File: config.mk
export PLATFORM = sky130hd
export DESIGN_NAME = piso_serializer
export DESIGN_NICKNAME = d
export VERILOG_FILES = /design/src/rtl/piso_serializer.sv
export SDC_FILE = /design/constraint.sdc
export NUM_CORES = 1
export LEC_CHECK = 0
export BUFFER_PORTS_ARGS = -buffer_cell sky130_fd_sc_hd__buf_2
export CAP_MARGIN = 40
export CORE_ASPECT_RATIO = 1.25
export CORE_MARGIN = 2
export CORE_UTILIZATION = 50
export DETAILED_ROUTE_END_ITERATION = 8
export GPL_TIMING_DRIVEN = 0
export PLACE_DENSITY = 0.74
export RECOVER_POWER = 100
export SKIP_LAST_GASP = 1
export SYNTH_ARGS = -nofsm -noshare
export SYNTH_HDL_FRONTEND = slang
export SYNTH_SLANG_ARGS = --single-unit
File: constraint.sdc
create_clock -name clk -period 5.25 [get_ports clk]
set_clock_uncertainty 0.2 [all_clocks]
set_input_delay 1.05 -clock clk [delete_from_list [all_inputs] [get_ports clk]]
set_output_delay 1.05 -clock clk [all_outputs]
set_load 0.005 [all_outputs]
File: src/rtl/piso_serializer.sv
// Parallel-in/serial-out stage: WIDTH-bit words in over valid/ready, one bit per clock out.
// A one-word holding register lets the next word be accepted while the current one shifts.
module piso_serializer #(
    parameter int WIDTH     = 8,
    parameter bit MSB_FIRST = 1'b1
) (
    input  logic             clk,
    input  logic             reset,
    input  logic [WIDTH-1:0] din,
    input  logic             din_valid,
    output logic             din_ready,
    output logic             out,
    output logic             out_valid,
    output logic             last
);

    // state     | meaning
    // ST_IDLE   | shifter empty, serial line held low
    // ST_ACTIVE | shifter driving bit r_cnt of the current word
    localparam int CNT_W = $clog2(WIDTH);
    localparam logic [CNT_W-1:0] CNT_LAST = CNT_W'(WIDTH - 1);
    localparam logic [0:0] ST_IDLE   = 1'b0;
    localparam logic [0:0] ST_ACTIVE = 1'b1;

    logic [0:0]       r_state;
    logic [CNT_W-1:0] r_cnt;
    logic [WIDTH-1:0] r_shift;
    logic [WIDTH-1:0] r_hold;
    logic             r_hold_full;

    logic             w_accept;
    logic             w_active;
    logic             w_at_last;
    logic             w_load_hold;
    logic             w_load_din;
    logic [WIDTH-1:0] w_shift_next;

    assign din_ready   = !reset && !r_hold_full;
    assign w_accept    = din_valid && din_ready;
    assign w_active    = (r_state == ST_ACTIVE);
    assign w_at_last   = w_active && (r_cnt == CNT_LAST);
    assign w_load_hold = w_at_last && r_hold_full;
    // A new word goes straight to the shifter when idle or when it closes the gap after a last bit.
    assign w_load_din  = w_accept && (!w_active || (w_at_last && !r_hold_full));

    assign w_shift_next = MSB_FIRST ? {r_shift[WIDTH-2:0], 1'b0}
                                    : {1'b0, r_shift[WIDTH-1:1]};

    assign out       = w_active && (MSB_FIRST ? r_shift[WIDTH-1] : r_shift[0]);
    assign out_valid = w_active;
    assign last      = w_at_last;

    always_ff @(posedge clk or posedge reset) begin
        if (reset) begin
            r_state     <= ST_IDLE;
            r_cnt       <= '0;
            r_shift     <= '0;
            r_hold      <= '0;
            r_hold_full <= 1'b0;
        end else begin
            if (w_load_hold) begin
                r_state     <= ST_ACTIVE;
                r_cnt       <= '0;
                r_shift     <= r_hold;
                r_hold_full <= 1'b0;
            end else if (w_load_din) begin
                r_state <= ST_ACTIVE;
                r_cnt   <= '0;
                r_shift <= din;
            end else if (w_at_last) begin
                r_state <= ST_IDLE;
                r_cnt   <= '0;
                r_shift <= '0;
            end else if (w_active) begin
                r_cnt   <= r_cnt + CNT_W'(1);
                r_shift <= w_shift_next;
            end

            // Hold can only be written while it is empty, so it never collides with w_load_hold.
            if (w_accept && !w_load_din) begin
                r_hold      <= din;
                r_hold_full <= 1'b1;
            end
        end
    end

endmodule

Yosys cells after proc, flatten, opt, wreduce, memory -nomap -nowiden
Cells that the tools add are included.
- logic and storage cells: 36
- bits of input ports: 11
- bits in registers: 21
- output and inout bits: 4
- mux-type cells: 13
- eq/ne operators: 1
- reduce and logical (&&, ||, !) cells: 16
- add/sub/neg operators: 1
- operator list (cell ; number):
    $mux W8 ; 4
    $mux W3 ; 4
    $logic_and A1 B1 Y1 ; 8
    $mux W1 ; 5
    $logic_not A1 Y1 ; 4
    $reduce_bool A4 Y1 ; 1
    $add A3 B1 Y3 const B ; 1
    $eq A3 B3 Y1 const B ; 1
    $reduce_bool A3 Y1 ; 1
    $reduce_bool A2 Y1 ; 1
    $logic_or A1 B1 Y1 ; 1

Logic depth before layout (Yosys ltp)
Gate-level depths: netlist of run 1.
- word-level depth: 8
- gate-level depth with buffers: 7
- depth with buffers taken out: 6

Worst setup path before layout of run 1
OpenSTA, ideal clock, no wires.
- path kind: input to output
- start: in reset
- end: out din_ready
- cell stages on the path: 1
- path slack: 2855 ps
- required time: 4000 ps
- path buffers: 0
- data arrival time: 1145 ps
- cells stage by stage: nor2_1
- cells in the longest elaborated chain, start to end: 2
- ends and longest elaborated chain (what ; line ; text):
    start: declaration ; 8 ; input logic reset,
    $logic_not A1 Y1 (no source line) ; -- ;
    $logic_and A1 B1 Y1 ; 38 ; assign din_ready = !reset && !r_hold_full;
    end: declaration ; 11 ; output logic din_ready,
No other way between the ends.

Worst setup path in the final report of run 1
- start: reg r_cnt[0]
- end: out last
- cells in the longest elaborated chain, start to end: 2
- ends and longest elaborated chain (what ; line ; text):
    start: declaration ; 26 ; logic [CNT_W-1:0] r_cnt;
    start signal: assignment ; 75 ; r_cnt <= r_cnt + CNT_W'(1);
    $eq A3 B3 Y1 ; 41 ; assign w_at_last = w_active && (r_cnt == CNT_LAST);
    $logic_and A1 B1 Y1 ; 41 ;
    end: declaration ; 14 ; output logic last
No other way between the ends.

==> results by group, run 1 <==
Synth
  • Syn Area/Cell: 9.30 µm²
  • Share of the synthesized area in the top cell type: approximately half
  • Post-synth top cells: 21 x dfrtp_1, 16 x o21ai_0, 11 x nand3_1
  • Largest area contributor in the netlist: dfrtp_1
  • Distinct cells, synth: 22
  • Cell Area, Synth: ~1100 µm²
  • Synth area leaders: dfrtp_1 49%, mux2_2 8.4%, o21ai_0 7.4%
  • Cells after Synth: about 120
  • #FFs+latches synth: 21
  • Ys async rst share: 100%
  • Most frequent cell after synthesis: dfrtp_1
  • Synthesis Warnings: 0
  • Ys flop type: dfrtp_1
  • Seq/Total Area, Yosys: 48.7%
  • Post-synth EDFFs: 0
  • Syn_nets: ~130

Worst setup path
  • Worst Path Max Fanout: 6
  • Largest stage delay on the critical path: approximately 0.42 ns
  • Critical R2R Capture: r_hold[6]
  • Worst R2R Path Depth: 5
  • Worst Setup Start Kind: register
  • Critical-path top delay cell: dfrtp_1
  • Reg2Reg Launch Point: r_cnt[0]
  • Worst path buffer plus inverter count: 1
  • Arrival @ worst endpoint: roughly 1.6 ns
  • Worst reg2reg setup slack: 3.23 ns
  • Cell family with most CP delay: adder cells
  • Worst path depth: 4
  • Most common cell on crit path: ha_1
  • Kind of critical path: reg2out
  • Setup crit end: last
  • Worst Setup SP: r_cnt[0]
  • CP endpoint kind: primary output
  • Cells along the critical path: ha_1, ha_1, and2_0, buf_2
  • CP required: 4.00 ns

Global route
  • Vias in the first global route: between 800 and 900
  • GRT Resource Usage Total: between 10% and 20%
  • Antenna violations before repair: 0
  • Largest net degree at the start of global routing: 22
  • Grt ovf: 0
  • First-pass GRT wire length: about 3600 µm

Finish
  • FF/Latch Area: roughly 530 µm²
  • Ant diodes: 0
  • Final net count: 148
  • Layout cell share with drive strength beyond 1: between 10% and 20%
  • Area of the multi-input gates: 477 µm²
  • # fillers: 179
  • Final non-filler cell total: between 150 and 200
  • Growth of design area from synthesis to finish: 10.3%

Timing
  • Worst-Margin Slew: 0.776 ns
  • Final Hold Fails: 0
  • RSZ-0062 raised after global routing: false
  • Max frequency: between 300 and 400 MHz
  • Final setup viols: 0
  • Max-slew violations: 0
  • Setup TNS: 0 ns
  • Hold Slack: between 0.3 and 0.4 ns
  • Final period utilization: between 50% and 60%
  • Post-layout min period: 2.80 ns
  • Slew HR: 48.2%
  • Post-route setup slack: roughly 2.5 ns

Place
  • Dpl ws: about 2.6 ns
  • Gpl congestion: just under 0.8
  • PortBufs: 14
  • Placed cells: 150
  • Post-DP HPWL: roughly 1600 µm

Routing
  • Initial DRC count: 18
  • Initial DRT Pass Iterations: 4
  • Drt total wl: roughly 2300 µm
  • Post-DR wirelength/cell: roughly 15 µm
  • Vias per std cell: 5.94
  • ANT nets after route: 0
  • DRC Markers: 0
  • Via count: ~910

Floorplan
  • Core Area: about 2000 µm²
  • Die Span Y: roughly 56 µm
  • Initial Util: between 50% and 60%
  • I/O Pins: 15
  • Die X: roughly 46 µm
  • DIE AREA: 2550 µm²
  • Core Rows: 18

Clock network
  • Post-CTS sizing: 0
  • Clock transition at the registers of the reported paths: around 0.12 ns
  • CTS tree: done
  • Clock Root Buffer: clkbuf_4
  • CTS buffer count: 3
  • Post-CTS Hold Buffers: 0
  • CTS HTree Levels: 1
  • # clock sinks: 21
  • CTS Buffer Depth: 2
  • Post-CTS setup buffer count: 0
  • Clock Latency Late Sink: roughly 0.31 ns

Pwr
  • Power per cell area: 532 nW/µm²
  • Power share of the clock group: between 10% and 20%
  • Worst IR Drop VDD: about 0.25 mV
  • Seq pwr share: ~44%
  • Pwr Total: roughly 0.63 mW
  • Switching share of power: 39.3%
  • Cell Int Power: approximately 0.38 mW
  • Sw Pwr: 0.248 mW
  • Comb pwr share: 43.5%
  • P_leak: 0.528 nW

Outcome
  • Status: finished clean

Hold path
  • Hold Path Class: reg2reg

Run
  • Max-Cap Viols: 0
[routing by layer]
metal,up-vias,routed length (µm),GRT usage [%]
met5,-,0,0
met4,0,33,7.14
met3,5,74,1.95
met2,18,1170,30.8
met1,448,983,25.3
li1,443,-,-
[power groups by stage]
| stage | registers [mW] | logic, mW | clock network (mW) |
|---|---|---|---|
| after floorplan | 0.271 | 0.210 | 0 |
| after global placement | 0.279 | 0.265 | 0 |
| after detailed placement | 0.284 | 0.277 | 0 |
| after CTS | 0.279 | 0.278 | 0.0796 |
| after global routing | 0.287 | 0.305 | 0.0840 |
| final | 0.279 | 0.275 | 0.0789 |
[worst register-to-register path, stage by stage (launching register included)]
cell and delay [ns]:
dfrtp_1 0.42, ha_1 0.22, ha_1 0.25, nor2b_1 0.17, nand2_1 0.28, mux2_2 0.38
[sequential cells by signal, indices dropped and copies added (netlist names)]
signal and count:
out_valid 1, r_cnt 3, r_hold 8, r_hold_full 1, r_shift 8
[layout make-up]
| type | count | area share, % |
|---|---|---|
| buffer | 8 | 2.52 |
| multi-input combinational | 77 | 40.1 |
| inverter | 10 | 3.15 |
| sequential | 21 | 44.2 |
| tap | 20 | 2.10 |
| timing repair buffer | 14 | 5.68 |
| clock buffer | 3 | 1.89 |
| clock inverter | 1 | 0.421 |
[cells by family after synthesis]
| logic type | count (synthesis) | synth area share, % |
|---|---|---|
| adder cells (fa/ha/maj) | 2 | 2.32 |
| multiplexers | 8 | 8.35 |
| buffers and inverters | 18 | 6.61 |
| AO/OA/AOI/OAI | 34 | 18.9 |
| AND/OR/NAND/NOR | 33 | 15.1 |
| flip-flops | 21 | 48.7 |
[metrics by stage]
step           util, %  cell area (µm²)
2_1_floorplan        -             1080
3_3_place_gp      58.6             1170
3_5_place_dp      58.6             1170
4_1_cts           59.9             1200
5_1_grt           59.4             1190
6_report          59.4             1190
[placed cells by master, fill, tap and decap left out, types with 2 or more instances in the layout]
cell type | Yosys | final
dfrtp_1 | 21 | 21
o21ai_0 | 16 | 16
buf_2 | 3 | 12
nand3_1 | 11 | 11
clkbuf_1 | 5 | 10
inv_1 | 10 | 10
nor2_1 | 8 | 8
nand2_1 | 8 | 8
mux2_2 | 8 | 8
a21oi_1 | 7 | 7
a32oi_1 | 5 | 5
clkbuf_4 | 0 | 3
o22ai_1 | 2 | 2
ha_1 | 2 | 2
[worst min-delay path by stage]
stage	startpoint	end	slack, ns	cells past startpoint
3_5_place_dp	r_hold[1]	r_hold[1]	0.29	1
3_3_place_gp	r_hold[1]	r_hold[1]	0.29	1
2_1_floorplan	r_cnt[0]	r_cnt[0]	0.27	1
4_1_cts	r_hold[1]	r_hold[1]	0.32	1
5_1_grt	r_cnt[0]	r_cnt[0]	0.33	1
6_report	r_hold[1]	r_hold[1]	0.32	1
(Power assumes the default switching activity.)
==> run 2, diff against run 1 <==
--- a/config.mk
+++ b/config.mk
@@ -5,6 +5,7 @@
 export SDC_FILE = /design/constraint.sdc
 export NUM_CORES = 1
 export LEC_CHECK = 0
+export ABC_AREA = 1
 export BUFFER_PORTS_ARGS = -buffer_cell sky130_fd_sc_hd__buf_2
 export CAP_MARGIN = 40
 export CORE_ASPECT_RATIO = 1.25
==> constraint.sdc (replaced) <==
create_clock -name clk -period 2.6 [get_ports clk]
set_clock_uncertainty 0.2 [all_clocks]
set_input_delay 0.52 -clock clk [delete_from_list [all_inputs] [get_ports clk]]
set_output_delay 0.52 -clock clk [all_outputs]
set_load 0.005 [all_outputs]
==> run 2 against run 1 <==
  * First-iteration DRC count decreased by 5.6%
  * Sequential share of layout area shrank 1.8 points
  * Via count increased by 4.2%
  * Wire length grew 0.13%
  * Die area increased by 4.6%
  * Flip-flop and latch count unchanged
  * Hold slack got worse by 0.13 ns
  * Critical endpoint unchanged
  * Register-to-register slack got worse by 2.6 ns
  * Power is 110% higher
  * Worst setup slack worse by 2.2 ns
  * Cell area up 4.3%
==> results by group, run 2 <==
Pwr
  • Sw Pwr: 0.576 mW (+130%)
  • Switching share of power: 43.3% (+4.0 points)
  • Comb pwr share: 44.0% (+0.5 points)
  • Power per cell area: 1070 nW/µm² (+100%)
  • P_leak: 0.679 nW (+29%)
  • Power share of the clock group: 12.3% (-0.2 points)
  • Pwr Total: 1.33 mW (+110%)
  • Cell Int Power: 0.755 mW (+96%)
  • Worst IR Drop VDD: 0.581 mV (+130%)
  • Seq pwr share: 43.6% (-0.5 points)

Worst setup path
  • Critical R2R Capture: r_hold[0]
  • Kind of critical path: reg2out
  • Worst Setup Start Kind: register
  • Reg2Reg Launch Point: r_cnt[0]
  • Arrival @ worst endpoint: 1.64 ns (+0.09 ns)
  • Worst R2R Path Depth: 8 (+3)
  • CP required: 1.88 ns (-2.12 ns)
  • CP endpoint kind: primary output
  • Worst Path Max Fanout: 8 (+2)
  • Worst reg2reg setup slack: 0.61 ns (-2.62 ns)

Synth
  • Syn Area/Cell: 7.97 µm² (-14%)
  • Post-synth EDFFs: 0 (unchanged)
  • Post-synth top cells: 38 x nand2_1, 29 x nor2_1, 21 x dfrtp_1
  • Most frequent cell after synthesis: nand2_1
  • Ys async rst share: 100% (unchanged)
  • Largest area contributor in the netlist: dfrtp_1
  • Ys flop type: dfrtp_1
  • #FFs+latches synth: 21 (unchanged)
  • Cells after Synth: 142 (+22%)
  • Synthesis Warnings: 0 (unchanged)
  • Distinct cells, synth: 21 (-4.5%)
  • Share of the synthesized area in the top cell type: 46.4% (-2.3 points)
  • Seq/Total Area, Yosys: 46.4% (-2.3 points)
  • Syn_nets: 155 (+20%)
  • Cell Area, Synth: 1130 µm² (+5.0%)
  • Synth area leaders: dfrtp_1 46%, nand2_1 13%, nor2_1 9.6%

Global route
  • First-pass GRT wire length: 3910 µm (+7.2%)
  • Vias in the first global route: 942 (+11%)
  • Antenna violations before repair: 0 (unchanged)
  • Grt ovf: 0 (unchanged)
  • Largest net degree at the start of global routing: 24 (+9.1%)
  • GRT Resource Usage Total: 19.3% (+0.34 points)

Routing
  • Vias per std cell: 4.98 (-16%)
  • Post-DR wirelength/cell: 11.8 µm (-19%)
  • Initial DRT Pass Iterations: 6 (+2)
  • ANT nets after route: 0 (unchanged)
  • Drt total wl: 2260 µm (+0.13%)
  • Initial DRC count: 17 (-1)
  • Via count: 952 (+4.2%)
  • DRC Markers: 0 (unchanged)

Timing
  • Final setup viols: 0 (unchanged)
  • Final period utilization: 90.9%
  • Max-slew violations: 0 (unchanged)
  • Post-route setup slack: 0.236 ns (-2.21 ns)
  • Slew HR: 39.6% (-8.7 points)
  • Post-layout min period: about 2.4 ns
  • Worst-Margin Slew: 0.906 ns (+0.130 ns)
  • Final Hold Fails: 0 (unchanged)
  • Max frequency: roughly 420 MHz
  • RSZ-0062 raised after global routing: false
  • Setup TNS: 0 ns (unchanged)
  • Hold Slack: 0.182 ns (-0.133 ns)

Clock network
  • CTS Buffer Depth: 2 (unchanged)
  • Clock transition at the registers of the reported paths: 0.12 ns (about the same)
  • Clock Root Buffer: clkbuf_4
  • Clock Latency Late Sink: 0.31 ns (about the same)
  • # clock sinks: 21 (unchanged)
  • Post-CTS sizing: 0 (unchanged)
  • CTS HTree Levels: 1 (unchanged)
  • Post-CTS setup buffer count: 0 (unchanged)
  • CTS buffer count: 3 (unchanged)
  • CTS tree: done
  • Post-CTS Hold Buffers: 0 (unchanged)

Finish
  • Layout cell share with drive strength beyond 1: 18.1% (-0.53 points)
  • # fillers: 200 (+12%)
  • Final net count: 174 (+18%)
  • Ant diodes: 0 (unchanged)
  • Largest regs: r_hold (8), r_shift (8), r_cnt (3)
  • Growth of design area from synthesis to finish: 9.61%
  • Final non-filler cell total: 191 (+24%)
  • Finished Core Util: 57.4% (-2.0 points)
  • Commonest cells after routing, fill and taps aside: 39 x nand2_1, 29 x nor2_1, 21 x dfrtp_1, 17 x nand3_1, 13 x buf_2
  • Design area: 1240 µm² (+4.3%)
  • Most common cell after layout, fill and taps aside: nand2_1

Place
  • Placed cells: 187 (+25%)
  • PortBufs: 14 (unchanged)
  • Dpl ws: 0.531 ns (-2.11 ns)
  • Cell Area, Placed: 1240 µm² (+5.8%)
  • Gpl congestion: 0.784 (-1.3%)
  • Post-DP HPWL: 1670 µm (+6.3%)

Floorplan
  • I/O Pins: 15 (unchanged)
  • DIE AREA: 2660 µm² (+4.6%)
  • Die X: 46.6 µm (+2.3%)
  • Core Rows: 19 (+1)
  • Die Span Y: 57.2 µm (+2.3%)
  • Core Area: 2160 µm² (+7.9%)
  • Initial Util: 52.3% (-1.5 points)

Run
  • Max-Cap Viols: 0 (unchanged)

Hold path
  • Hold Path Class: in2async

Outcome
  • Status: finished clean
## run 2: metal layers
metal  vias to the layer above  GRT usage (%)  routed length (µm)
met3                         5           2.85                  55
met4                         0           6.53                  31
met2                        16           31.9                1120
met1                       444           25.3                1050
met5                         -              0                   0
li1                        487              -                   -
## run 2: power by group through the flow
stage | combinational [mW] | clock (mW) | sequential, mW
5_1_grt | 0.674 | 0.173 | 0.599
4_1_cts | 0.614 | 0.162 | 0.582
2_1_floorplan | 0.477 | 0 | 0.566
3_5_place_dp | 0.613 | 0 | 0.590
6_report | 0.586 | 0.164 | 0.581
3_3_place_gp | 0.584 | 0 | 0.580
## run 2: layout make-up
type	instances	area [µm²]	share of cell area [%]
buffer	1	3.75	0.302
multi-input combinational	107	524	42.2
tap	31	38.8	3.13
clock buffer	4	26.3	2.12
sequential	21	526	42.3
inverter	13	53.8	4.33
timing repair buffer	14	68.8	5.54
## run 2: logic make-up (layout without fill, tap and decap cells)
logic type / after synthesis / in the layout / synth area share (%)
AOI/OAI and AO/OA: 11 / 11 / 5.08
DFF: 21 / 21 / 46.4
buffers and inverters: 14 / 32 / 5.75
adders and majority gates: 2 / 2 / 2.21
and+or+nand+nor: 94 / 94 / 40.6
## run 2: worst max-delay path by stage
stage	from	endpoint	cells past startpoint
floorplan	r_cnt[0]	last	4
global placement	reset	din_ready	5
CTS	r_cnt[0]	last	5
finish	r_cnt[0]	last	5
detailed placement	reset	r_cnt[0]	7
global route	reset	r_shift[4]	7
## run 2: critical path, cell delays in order (launching register included)
cell,delay (ns)
dfrtp_1,0.42
ha_1,0.21
ha_1,0.26
nand2_2,0.17
clkinv_1,0.13
buf_2,0.14
